## config.mk

```make
export PLATFORM = sky130hd
export DESIGN_NAME = mem_access_ctrl
export DESIGN_NICKNAME = d
export VERILOG_FILES = /design/src/rtl/mem_ctrl_pkg.sv /design/src/rtl/mem_watchdog.sv /design/src/rtl/mem_access_ctrl.sv
export SDC_FILE = /design/constraint.sdc
export NUM_CORES = 1
export LEC_CHECK = 0
export ABC_AREA = 1
export CAP_MARGIN = 15
export CORE_UTILIZATION = 35
export DETAILED_ROUTE_END_ITERATION = 8
export PLACE_DENSITY = 0.71
export SKIP_CTS_REPAIR_TIMING = 1
export SLEW_MARGIN = 20
export SYNTH_ARGS = -nofsm -noshare
export SYNTH_HDL_FRONTEND = slang
export SYNTH_SLANG_ARGS = --single-unit
```

## constraint.sdc

```tcl
create_clock -name clock -period 2.6 [get_ports clock]
set_input_delay 0.65 -clock clock [delete_from_list [all_inputs] [get_ports clock]]
set_output_delay 0.65 -clock clock [all_outputs]
set_load 0.01 [all_outputs]
```

## src/rtl/mem_ctrl_pkg.sv

```systemverilog
// Shared types and default sizes for the memory-access sequencer.
// Optional watchdog feature is selected with the MEM_TIMEOUT_EN macro.
package mem_ctrl_pkg;

    localparam int DEF_DATA_W  = 8;
    localparam int DEF_ADDR_W  = 8;
    localparam int DEF_TIMEOUT = 15;

    // Sequencer states; encoding is also exported on the debug port.
    typedef enum logic [1:0] {
        IDLE = 2'd0,
        BUSY = 2'd1,
        DONE = 2'd2
    } state_e;

endpackage

```

## src/rtl/mem_watchdog.sv

```systemverilog
// BUSY-cycle watchdog for the memory-access sequencer.
// Instantiated only when MEM_TIMEOUT_EN is defined.
// The counter is cleared on entry to BUSY and advances once per BUSY cycle.
// 'expired' pulses in the TIMEOUT-th BUSY cycle, when the sequencer must abort.
module mem_watchdog #(
    parameter int TIMEOUT = 15
) (
    input  logic clock,
    input  logic reset,
    input  logic enable,
    input  logic clear,
    output logic expired
);

    localparam int CNT_W = $clog2(TIMEOUT + 1);

    logic [CNT_W-1:0] count;

    // Count elapsed BUSY cycles; restart on every new access.
    always_ff @(posedge clock or negedge reset) begin
        if (!reset) begin
            count <= '0;
        end else if (clear) begin
            count <= '0;
        end else if (enable) begin
            count <= count + 1'b1;
        end
    end

    // Count 0 is the first BUSY cycle, so TIMEOUT-1 marks the last one allowed.
    always_comb begin
        expired = enable && (count == CNT_W'(TIMEOUT - 1));
    end

endmodule

```

## src/rtl/mem_access_ctrl.sv

```systemverilog
// Memory-access sequencer between the multi-cycle control FSM and the shared
// instruction/data memory. Turns single-state MemRead/MemWrite strobes into a
// req/ack transaction, owns IR and MDR, and stalls the FSM until completion.
// Define MEM_TIMEOUT_EN to add a BUSY watchdog that aborts and sets bus_err.
//
// Handshake: mem_req rises in the cycle after the strobe is seen and stays high
// until a cycle in which mem_ack is high; the access completes on that edge.
// mem_ack outside BUSY has no effect. mem_addr/mem_wdata/mem_we are stable
// for the whole time mem_req is high.
module mem_access_ctrl
    import mem_ctrl_pkg::*;
#(
    parameter int DATA_W  = DEF_DATA_W,
    parameter int ADDR_W  = DEF_ADDR_W,
    parameter int TIMEOUT = DEF_TIMEOUT
) (
    input  logic              clock,
    input  logic              reset,
    input  logic              MemRead,
    input  logic              MemWrite,
    input  logic              AddrSel,
    input  logic              IRload,
    input  logic              MDRload,
    input  logic [ADDR_W-1:0] pc,
    input  logic [ADDR_W-1:0] r2,
    input  logic [DATA_W-1:0] r1,
    output logic              mem_req,
    output logic              mem_we,
    output logic [ADDR_W-1:0] mem_addr,
    output logic [DATA_W-1:0] mem_wdata,
    input  logic              mem_ack,
    input  logic [DATA_W-1:0] mem_rdata,
    output logic [DATA_W-1:0] ir,
    output logic [DATA_W-1:0] mdr,
    output logic              stall,
    output logic              bus_err,
    output logic [1:0]        dbg_state
);

    state_e state;
    state_e state_nxt;

    logic strobe;
    logic start;
    logic finish_ok;
    logic abort;
    logic ir_flag;
    logic mdr_flag;

    assign strobe    = MemRead | MemWrite;
    assign start     = (state == IDLE) && strobe;
    assign finish_ok = (state == BUSY) && mem_ack;
    assign dbg_state = state;

`ifdef MEM_TIMEOUT_EN
    logic expired;

    mem_watchdog #(
        .TIMEOUT (TIMEOUT)
    ) u_watchdog (
        .clock   (clock),
        .reset   (reset),
        .enable  (state == BUSY),
        .clear   (start),
        .expired (expired)
    );

    // An ack in the expiry cycle wins, so abort only without ack.
    assign abort = expired && !mem_ack;

    // Sticky error flag; only reset clears it.
    always_ff @(posedge clock or negedge reset) begin
        if (!reset) begin
            bus_err <= 1'b0;
        end else if ((state == BUSY) && abort) begin
            bus_err <= 1'b1;
        end
    end
`else
    assign abort   = 1'b0;
    assign bus_err = 1'b0;

    // Without a watchdog the TIMEOUT parameter has no function.
    if (TIMEOUT < 1) begin : g_timeout_unused
    end
`endif

    // Next-state logic: IDLE -> BUSY on a strobe, BUSY -> DONE on ack or abort.
    always_comb begin
        state_nxt = state;
        case (state)
            IDLE:    if (strobe) state_nxt = BUSY;
            BUSY:    if (mem_ack || abort) state_nxt = DONE;
            DONE:    state_nxt = IDLE;
            default: state_nxt = IDLE;
        endcase
    end

    // Stall from state and strobes only; mem_ack never reaches this path.
    always_comb begin
        stall   = start || (state == BUSY);
        mem_req = (state == BUSY);
    end

    // State register.
    always_ff @(posedge clock or negedge reset) begin
        if (!reset) begin
            state <= IDLE;
        end else begin
            state <= state_nxt;
        end
    end

    // Capture the request when it is accepted; later input changes are ignored.
    always_ff @(posedge clock or negedge reset) begin
        if (!reset) begin
            mem_addr  <= '0;
            mem_wdata <= '0;
            mem_we    <= 1'b0;
            ir_flag   <= 1'b0;
            mdr_flag  <= 1'b0;
        end else if (start) begin
            mem_addr  <= AddrSel ? pc : r2;
            mem_wdata <= r1;
            mem_we    <= MemWrite;
            ir_flag   <= IRload;
            mdr_flag  <= MDRload;
        end
    end

    // Read data lands in IR and/or MDR on the acked edge; writes leave both.
    always_ff @(posedge clock or negedge reset) begin
        if (!reset) begin
            ir  <= '0;
            mdr <= '0;
        end else if (finish_ok && !mem_we) begin
            if (ir_flag)  ir  <= mem_rdata;
            if (mdr_flag) mdr <= mem_rdata;
        end
    end

endmodule

```

* Word-level counts from Yosys, hierarchy flattened
Cells that the tools add are included.
** Word-level totals
- Flip-flop bits (word level) :: 37
- Input bits :: 40
** Operators by class
- Equality and inequality tests :: 3
- Muxes and demuxes :: 4
- Bitwise gates (word level) :: 1
- Reduce and logical (&&, ||, !) cells :: 9
** Operator list (count)
- $mux W8 :: 1
- $reduce_and A2 Y1 :: 3
- $mux W2 :: 2
- $pmux W2 S2 :: 1
- $logic_and A1 B1 Y1 :: 3
- $eq A2 B1 Y1 const B :: 1
- $logic_not A2 Y1 :: 1
- $ne A2 B1 Y1 const B :: 1
- $ne A2 B2 Y1 const B :: 1
- $logic_not A1 Y1 :: 1
- $logic_or A1 B1 Y1 :: 1
- $or A1 B1 Y1 :: 1

* Logic depth before layout (Yosys ltp)
Gate-level depths: netlist of the first run.
- Depth after elaboration :: 4
- Depth in mapped cells :: 6

* Worst setup path after synthesis of the first run
OpenSTA, ideal clock, no wires.
- Path type :: input -> output
- Start :: input port MemWrite
- End :: output port stall
- Arrival :: 1072 ps
- Required time :: 1950 ps
- Slack :: 878 ps
- Stages on the path :: 3
- Path through :: o21ai_2 > buf_2 > nand2_1
** Between the ends
- Word-level cells in the longest chain between the ends :: 3
** RTL lines
- from (decl) :: line mem_access_ctrl.sv:20 : input logic MemWrite,
- $or A1 B1 Y1 :: line mem_access_ctrl.sv:50 : assign strobe = MemRead | MemWrite;
- $logic_and A1 B1 Y1 :: line mem_access_ctrl.sv:51 : assign start = (state == IDLE) && strobe;
- $logic_or A1 B1 Y1 :: line mem_access_ctrl.sv:101 : stall = start || (state == BUSY);
- to (decl) :: line mem_access_ctrl.sv:35 : output logic stall,
No other way between the ends.

* Final worst setup path of the first run
Same ends and word-level chain as after synthesis.

==> impl_summary.log, run 1 <==
[metrics] overall routed net length: between 3 and 4 mm
[metrics] overall via count from detail_route: between 1k and 1.5k
[metrics] port bufs: 76
[metrics] via density per instance: between 4 and 5
[metrics] Residual DRC: 0
[metrics] largest net degree at the start of global routing: 38
[metrics] maximum single-stage delay on the critical path: roughly 0.53 ns
[metrics] Max-Cap Viols: 0
[metrics] Syn Area/Cell: about 8.4 sq um
[metrics] Remaining Overflow, GRT: 0
[metrics] Total Negative Setup Slacks: 0 ns
[metrics] average detailed-routed wire length per instance: roughly 12 microns
[metrics] most common library cell in the layout ignoring fill and taps: sky130_fd_sc_hd__nand2_1
[metrics] LEAKAGE: 1.22 nW
[metrics] total global-route track usage: 17.2%
[metrics] critical path peak fanout: 2
[metrics] arrival time reported for the critical path endpoint: 1.83 ns
[metrics] RSZ-0062 raised after global routing: no
[metrics] x dimension of the die: 69.4 microns
[metrics] worst path required time: between 1.5 and 2 ns
[metrics] die area: 0.00482 sq mm
[metrics] CTS clock-pin slew for the worst setup and hold paths: 0.07 ns
[metrics] worst slew slack as a fraction of its limit: between 40% and 50%
[metrics] wire length of the first global-routing pass: approximately 6.5 mm
[metrics] fraction of post-synthesis cell area in the top cell type by area: 58.2%
[metrics] Period Utilization, post-route: ~95%
[metrics] synthesized flop and latch total: 37
[metrics] commonest cells after routing, fill and taps aside: sky130_fd_sc_hd__nand2_1, sky130_fd_sc_hd__clkdlybuf4s50_1, sky130_fd_sc_hd__dfrtp_1
[metrics] worst clock skew: 0.00272 ns
[metrics] Worst-Skew Late Latency: between 0.2 and 0.3 ns
[metrics] Area contributors post-synth: sky130_fd_sc_hd__dfrtp_1, sky130_fd_sc_hd__nand2_1, sky130_fd_sc_hd__nand3_1
[metrics] final critical delay including setup and external delays: between 2 and 2.5 ns
[metrics] fraction of the yosys area taken by sequential cells: a little under 60%
[metrics] category of the most critical setup path: in2out
[metrics] Mapped Nets: 230
[metrics] final estimated routing congestion in global placement: roughly 0.74
[metrics] element type at the critical path start: primary input
[metrics] DP Wirelength: 2.81 mm
[metrics] cell type with the highest aggregate area in the netlist: sky130_fd_sc_hd__dfrtp_1
[metrics] Die Height: around 70 microns
[metrics] FMAX: between 400 and 500 MHz
[metrics] root buffer selected by CTS: sky130_fd_sc_hd__clkbuf_8
[metrics] final hold slack: around 0.45 ns
[metrics] combined area of all synthesized cells: about 0.0016 sq mm
[metrics] Setup Viol. Count Final: 0
[metrics] vias in the first global route: 1365
[metrics] synthesized netlist cell count: 190
[metrics] status: finished, final reports clean
[metrics] pins over their slew limit: 0
[metrics] number of nets at the end of the flow: 305
[metrics] maximum count of clock buffers along a single path: 2
[metrics] Distinct cells, synth: 14
[metrics] total count of hold-check failures in the final report: 0
[metrics] number of detailed-route iterations in the first pass: 4
[metrics] proportion of layout cells with a drive suffix above 1: 4.89%
[metrics] antenna-violating nets left: 0
[metrics] Initial Utilization: between 30% and 40%
[metrics] number of levels the H-tree was split into: 2
[metrics] area inside the core boundary: about 0.0044 sq mm
[metrics] TritonCTS buffer count: 5
[metrics] initial antenna violation count: 0
[metrics] endpoint class of the critical path: output port
[metrics] Final Power: approximately 0.0027 W
[metrics] Detailed Route Iter0 Violations: about 80
[metrics] Critical Path, Cell by Cell: clkdlybuf4s50_1, o21ai_2, nand2_1, clkdlybuf4s50_1
[metrics] slew at the pin closest to its max-slew limit: 0.816 ns
[metrics] crit path launch: MemWrite
[metrics] origin of the critical flop-to-flop path: dbg_state[1]
[metrics] most used cell, CP: sky130_fd_sc_hd__clkdlybuf4s50_1
[metrics] Syn. warnings: 0
[metrics] worst IR drop on VDD: approximately 560 uV
[metrics] pwr/cell area: ~1100 mW/mm^2
[metrics] highest-delay cell along the critical path: sky130_fd_sc_hd__clkdlybuf4s50_1
[metrics] total clock sinks: 37
[metrics] number of core rows: 24
[metrics] number of top-level design ports: 78
[metrics] Hold WC Path Type: in2async
[metrics] CTS tree: built
[metrics] Antenna Diode Count: 0
[metrics] Synth-to-Final Area Change: 54.2%
[per-stage QoR]
stage	instance area [sq um]	cells	util [%]	setup slack (ns)
after CTS	2450	318	56.4	0.113
after floorplan	1590	190	-	0.878
after detailed placement	2350	310	54.1	0.112
after global placement	2350	310	54.1	0.152
after global routing	2450	318	56.4	0.0723
final	2450	318	56.4	0.122
[area by class of cell]
cell class,instances,area [sq um]
sequential,37,926
clock buffer,7,96.3
inverter,14,52.6
multi-input combinational,130,547
tap,52,65.1
timing repair buffer,77,763
clock inverter,1,5.00
fill,397,1900
[cell families (layout without fill, tap and decap cells)]
family,after synthesis,after routing,share of synthesized area (%)
simple gates,118,118,30.4
flops,37,37,58.2
buf+inv,23,99,7.47
compound gates,11,11,3.69
other cells,1,1,0.236
[routing by layer]
metal	vias up	track usage, %	wire (microns)
li1	734	-	-
met1	661	22.2	1740
met2	66	25.2	1680
met3	5	8.28	407
met4	0	5.44	47
met5	-	0	0
[registers in the layout, indices dropped and copies added, names as in the netlist]
register / count
dbg_state: 2
ir: 8
ir_flag: 1
mdr: 8
mdr_flag: 1
mem_addr: 8
mem_wdata: 8
mem_we: 1
[worst max-delay path: cells and delay by family]
| kind | cells | cell delay, ns |
|---|---|---|
| AND/OR/NAND/NOR | 1 | 0.06 |
| AO/OA/AOI/OAI | 1 | 0.08 |
| buffers and inverters | 2 | 1.04 |
[synth_stat cells (all sizes together)]
cell    n
nand3  17
conb    1
nor2    3
nand2  96
dfrtp  37
buf     9
o21ai  11
nand4   2
inv    14
[power by group]
part	switching [W]	internal (W)	total, W
combinational	0.000571	0.000649	0.00122
sequential	0.000196	0.000842	0.00104
clock	0.000203	0.000240	0.000443
total	0.000970	0.00173	0.00270
[final timing paths]
check                              endpoint  slack, ns  depth (start not counted)
worst max-delay path                  stall       0.12                          4
worst min-delay path                  ir[3]       0.45                          1
worst max register to register       mem_we       0.96                          6
worst min register to register       mdr[5]       0.48                          2
max in group asynchronous       mem_addr[5]       1.64                          1
min in group clock                   mdr[5]       0.48                          2
(Power assumes the default switching activity.)
==> run 2: changes to the inputs <==
--- a/config.mk
+++ b/config.mk
@@ -7,9 +7,11 @@
 export LEC_CHECK = 0
 export ABC_AREA = 1
 export CAP_MARGIN = 15
-export CORE_UTILIZATION = 35
+export CELL_PAD_IN_SITES_DETAIL_PLACEMENT = 0
+export CELL_PAD_IN_SITES_GLOBAL_PLACEMENT = 1
+export CORE_UTILIZATION = 30
 export DETAILED_ROUTE_END_ITERATION = 8
-export PLACE_DENSITY = 0.71
+export PLACE_DENSITY_LB_ADDON = 0.1
 export SKIP_CTS_REPAIR_TIMING = 1
 export SLEW_MARGIN = 20
 export SYNTH_ARGS = -nofsm -noshare
==> run 2 against run 1 <==
Compared with the run above:
- clock skew is 0.0047 ns higher
- critical path type unchanged
- clock power is 17% lower
- largest cell class unchanged
- non-clock buffer count stayed put
- fmax is 0.59% lower
- global-route usage is 2.2 points lower
- worst setup slack worse by 0.015 ns
==> impl_summary.log, run 2 (synthesized netlist as in run 1, its figures left out) <==
[metrics] arrival time reported for the critical path endpoint: 1.84 ns (was 1.83 ns)
[metrics] Synth-to-Final Area Change: 53.9% (was 54.2%)
[metrics] number of detailed-route iterations in the first pass: 4 (unchanged)
[metrics] Critical Path, Cell by Cell: clkdlybuf4s50_1, o21ai_2, nand2_1, clkdlybuf4s50_1 (unchanged)
[metrics] DP Wirelength: 2.73 mm (was 2.81 mm)
[metrics] die area: 0.00560 sq mm (was 0.00482 sq mm)
[metrics] port bufs: 76 (unchanged)
[metrics] Total Negative Setup Slacks: 0 ns (unchanged)
[metrics] proportion of layout cells with a drive suffix above 1: 4.17% (was 4.89%)
[metrics] status: finished, final reports clean (unchanged)
[metrics] initial antenna violation count: 0 (unchanged)
[metrics] average detailed-routed wire length per instance: 11.6 microns (was 12.2 microns)
[metrics] worst slack at placement: 0.0842 ns (was 0.112 ns)
[metrics] number of core rows: 26 (was 24)
[metrics] total count of hold-check failures in the final report: 0 (unchanged)
[metrics] worst path required time: 1.95 ns (about the same)
[metrics] most common library cell in the layout ignoring fill and taps: sky130_fd_sc_hd__nand2_1 (unchanged)
[metrics] highest-delay cell along the critical path: sky130_fd_sc_hd__clkdlybuf4s50_1 (unchanged)
[metrics] number of levels the H-tree was split into: 2 (unchanged)
[metrics] category of the most critical setup path: in2out (unchanged)
[metrics] x dimension of the die: 74.8 microns (was 69.4 microns)
[metrics] Hold WC Path Type: in2async (unchanged)
[metrics] antenna-violating nets left: 0 (unchanged)
[metrics] Worst-Skew Late Latency: 0.29 ns (about the same)
[metrics] worst clock skew: 0.00741 ns (was 0.00272 ns)
[metrics] Antenna Diode Count: 0 (unchanged)
[metrics] slew at the pin closest to its max-slew limit: 0.834 ns (was 0.816 ns)
[metrics] total global-route track usage: 14.9% (was 17.2%)
[metrics] Period Utilization, post-route: 95.9% (was 95.3%)
[metrics] CTS clock-pin slew for the worst setup and hold paths: 0.07 ns (about the same)
[metrics] number of top-level design ports: 78 (unchanged)
[metrics] commonest cells after routing, fill and taps aside: sky130_fd_sc_hd__nand2_1, sky130_fd_sc_hd__clkdlybuf4s50_1, sky130_fd_sc_hd__dfrtp_1 (unchanged)
[metrics] endpoint class of the critical path: output port (unchanged)
[metrics] proportion of total power due to net switching: 36.0% (was 35.9%)
[metrics] FMAX: 401 MHz (was 404 MHz)
[metrics] r2r setup slk: 0.96 ns (about the same)
[metrics] Internal: 0.00167 W (was 0.00173 W)
[metrics] worst IR drop on VDD: 399 uV (was 564 uV)
[metrics] clock power share: 14.1% (was 16.4%)
[metrics] Setup Viol. Count Final: 0 (unchanged)
[metrics] number of nets at the end of the flow: 305 (unchanged)
[metrics] most used cell, CP: sky130_fd_sc_hd__clkdlybuf4s50_1 (unchanged)
[metrics] RSZ-0062 raised after global routing: no (unchanged)
[metrics] maximum single-stage delay on the critical path: 0.54 ns (was 0.53 ns)
[metrics] element type at the critical path start: primary input (unchanged)
[metrics] Max-Cap Viols: 0 (unchanged)
[metrics] overall routed net length: 3.87 mm (was 3.88 mm)
[metrics] TritonCTS buffer count: 5 (unchanged)
[metrics] Remaining Overflow, GRT: 0 (unchanged)
[metrics] Flop pwr share: 39.6% (was 38.4%)
[metrics] Die Height: 74.8 microns (was 69.4 microns)
[metrics] P_sw: 0.000939 W (was 0.000970 W)
[metrics] worst slew slack as a fraction of its limit: 44.4% (was 45.6%)
[metrics] overall via count from detail_route: 1428 (was 1466)
[metrics] Initial Utilization: 31.2% (was 36.6%)
[metrics] final setup margin: 0.107 ns (was 0.122 ns)
[metrics] area inside the core boundary: 0.00511 sq mm (was 0.00435 sq mm)
[metrics] share of power burned in combinational logic: 46.3% (was 45.2%)
[metrics] final critical delay including setup and external delays: 2.49 ns (was 2.48 ns)
[metrics] maximum count of clock buffers along a single path: 2 (unchanged)
[metrics] total clock sinks: 37 (unchanged)
[metrics] largest net degree at the start of global routing: 38 (unchanged)
[metrics] Residual DRC: 0 (unchanged)
[metrics] critical path peak fanout: 2 (unchanged)
[metrics] vias in the first global route: 1310 (was 1365)
[metrics] count of fill cells added during filler insertion: 555 (was 397)
[metrics] CTS tree: built (unchanged)
[metrics] pwr/cell area: 1060 mW/mm^2 (was 1100 mW/mm^2)
[metrics] via density per instance: 4.28 (was 4.61)
[metrics] LEAKAGE: 1.21 nW (was 1.22 nW)
[metrics] wire length of the first global-routing pass: 6.18 mm (was 6.47 mm)
[metrics] Detailed Route Iter0 Violations: 76 (was 78)
[metrics] post-layout util: 48.0% (was 56.4%)
[metrics] root buffer selected by CTS: sky130_fd_sc_hd__clkbuf_8 (unchanged)
[metrics] final estimated routing congestion in global placement: 0.714 (was 0.735)
[metrics] pins over their slew limit: 0 (unchanged)
run 2: cell types whose count changed in the layout (fill, tap and decap cells not counted), sizes merged:
cell    before  now
clkbuf       7    5
run 2: cell type report:
| class | instances | area (sq um) | share of cell area [%] |
|---|---|---|---|
| sequential | 37 | 926 | 37.8 |
| timing repair buffer | 77 | 763 | 31.2 |
| multi-input combinational | 130 | 547 | 22.3 |
| tap | 70 | 87.6 | 3.58 |
| clock buffer | 5 | 68.8 | 2.81 |
| inverter | 14 | 52.6 | 2.15 |
| clock inverter | 1 | 5.00 | 0.204 |
run 2: power groups by stage:
stage	registers (W)	logic [W]	clock network, W
3_5_place_dp	0.00104	0.00123	0
2_1_floorplan	0.00111	0.000476	0
6_report	0.00103	0.00121	0.000368
4_1_cts	0.00104	0.00123	0.000386
3_3_place_gp	0.00104	0.00123	0
5_1_grt	0.00107	0.00135	0.000404
run 2: layer usage:
| layer | part of all wire [%] | global-route usage, % |
|---|---|---|
| met5 | 0 | 0 |
| met4 | 2.1 | 6.92 |
| met3 | 8.6 | 5.09 |
| met2 | 47 | 23.0 |
| met1 | 43 | 18.9 |
run 2: worst paths after layout:
kind / cells after the start / to / startpoint
max in group asynchronous: 1 / mem_wdata[4] / reset
min: 1 / ir[3] / reset
max reg2reg: 6 / mem_we / dbg_state[1]
max: 4 / stall / MemWrite
min in group clock: 2 / mdr[6] / mdr[6]
min reg2reg: 2 / mdr[6] / mdr[6]
run 2: per-stage QoR:
| stage | cells | cell area [sq um] | power (W) | hold slack, ns |
|---|---|---|---|---|
| floorplan | 190 | 1590 | 0.00159 | 0.354 |
| global placement | 328 | 2380 | 0.00227 | 0.455 |
| detailed placement | 328 | 2380 | 0.00227 | 0.458 |
| CTS | 334 | 2450 | 0.00266 | 0.476 |
| global route | 334 | 2450 | 0.00283 | 0.485 |
| finish | 334 | 2450 | 0.00261 | 0.459 |
run 2: critical path, delay by kind of cell:
kind                   cells  cell delay [ns]
AO/OA/AOI/OAI              1             0.08
buffers and inverters      2             1.05
AND/OR/NAND/NOR            1             0.06
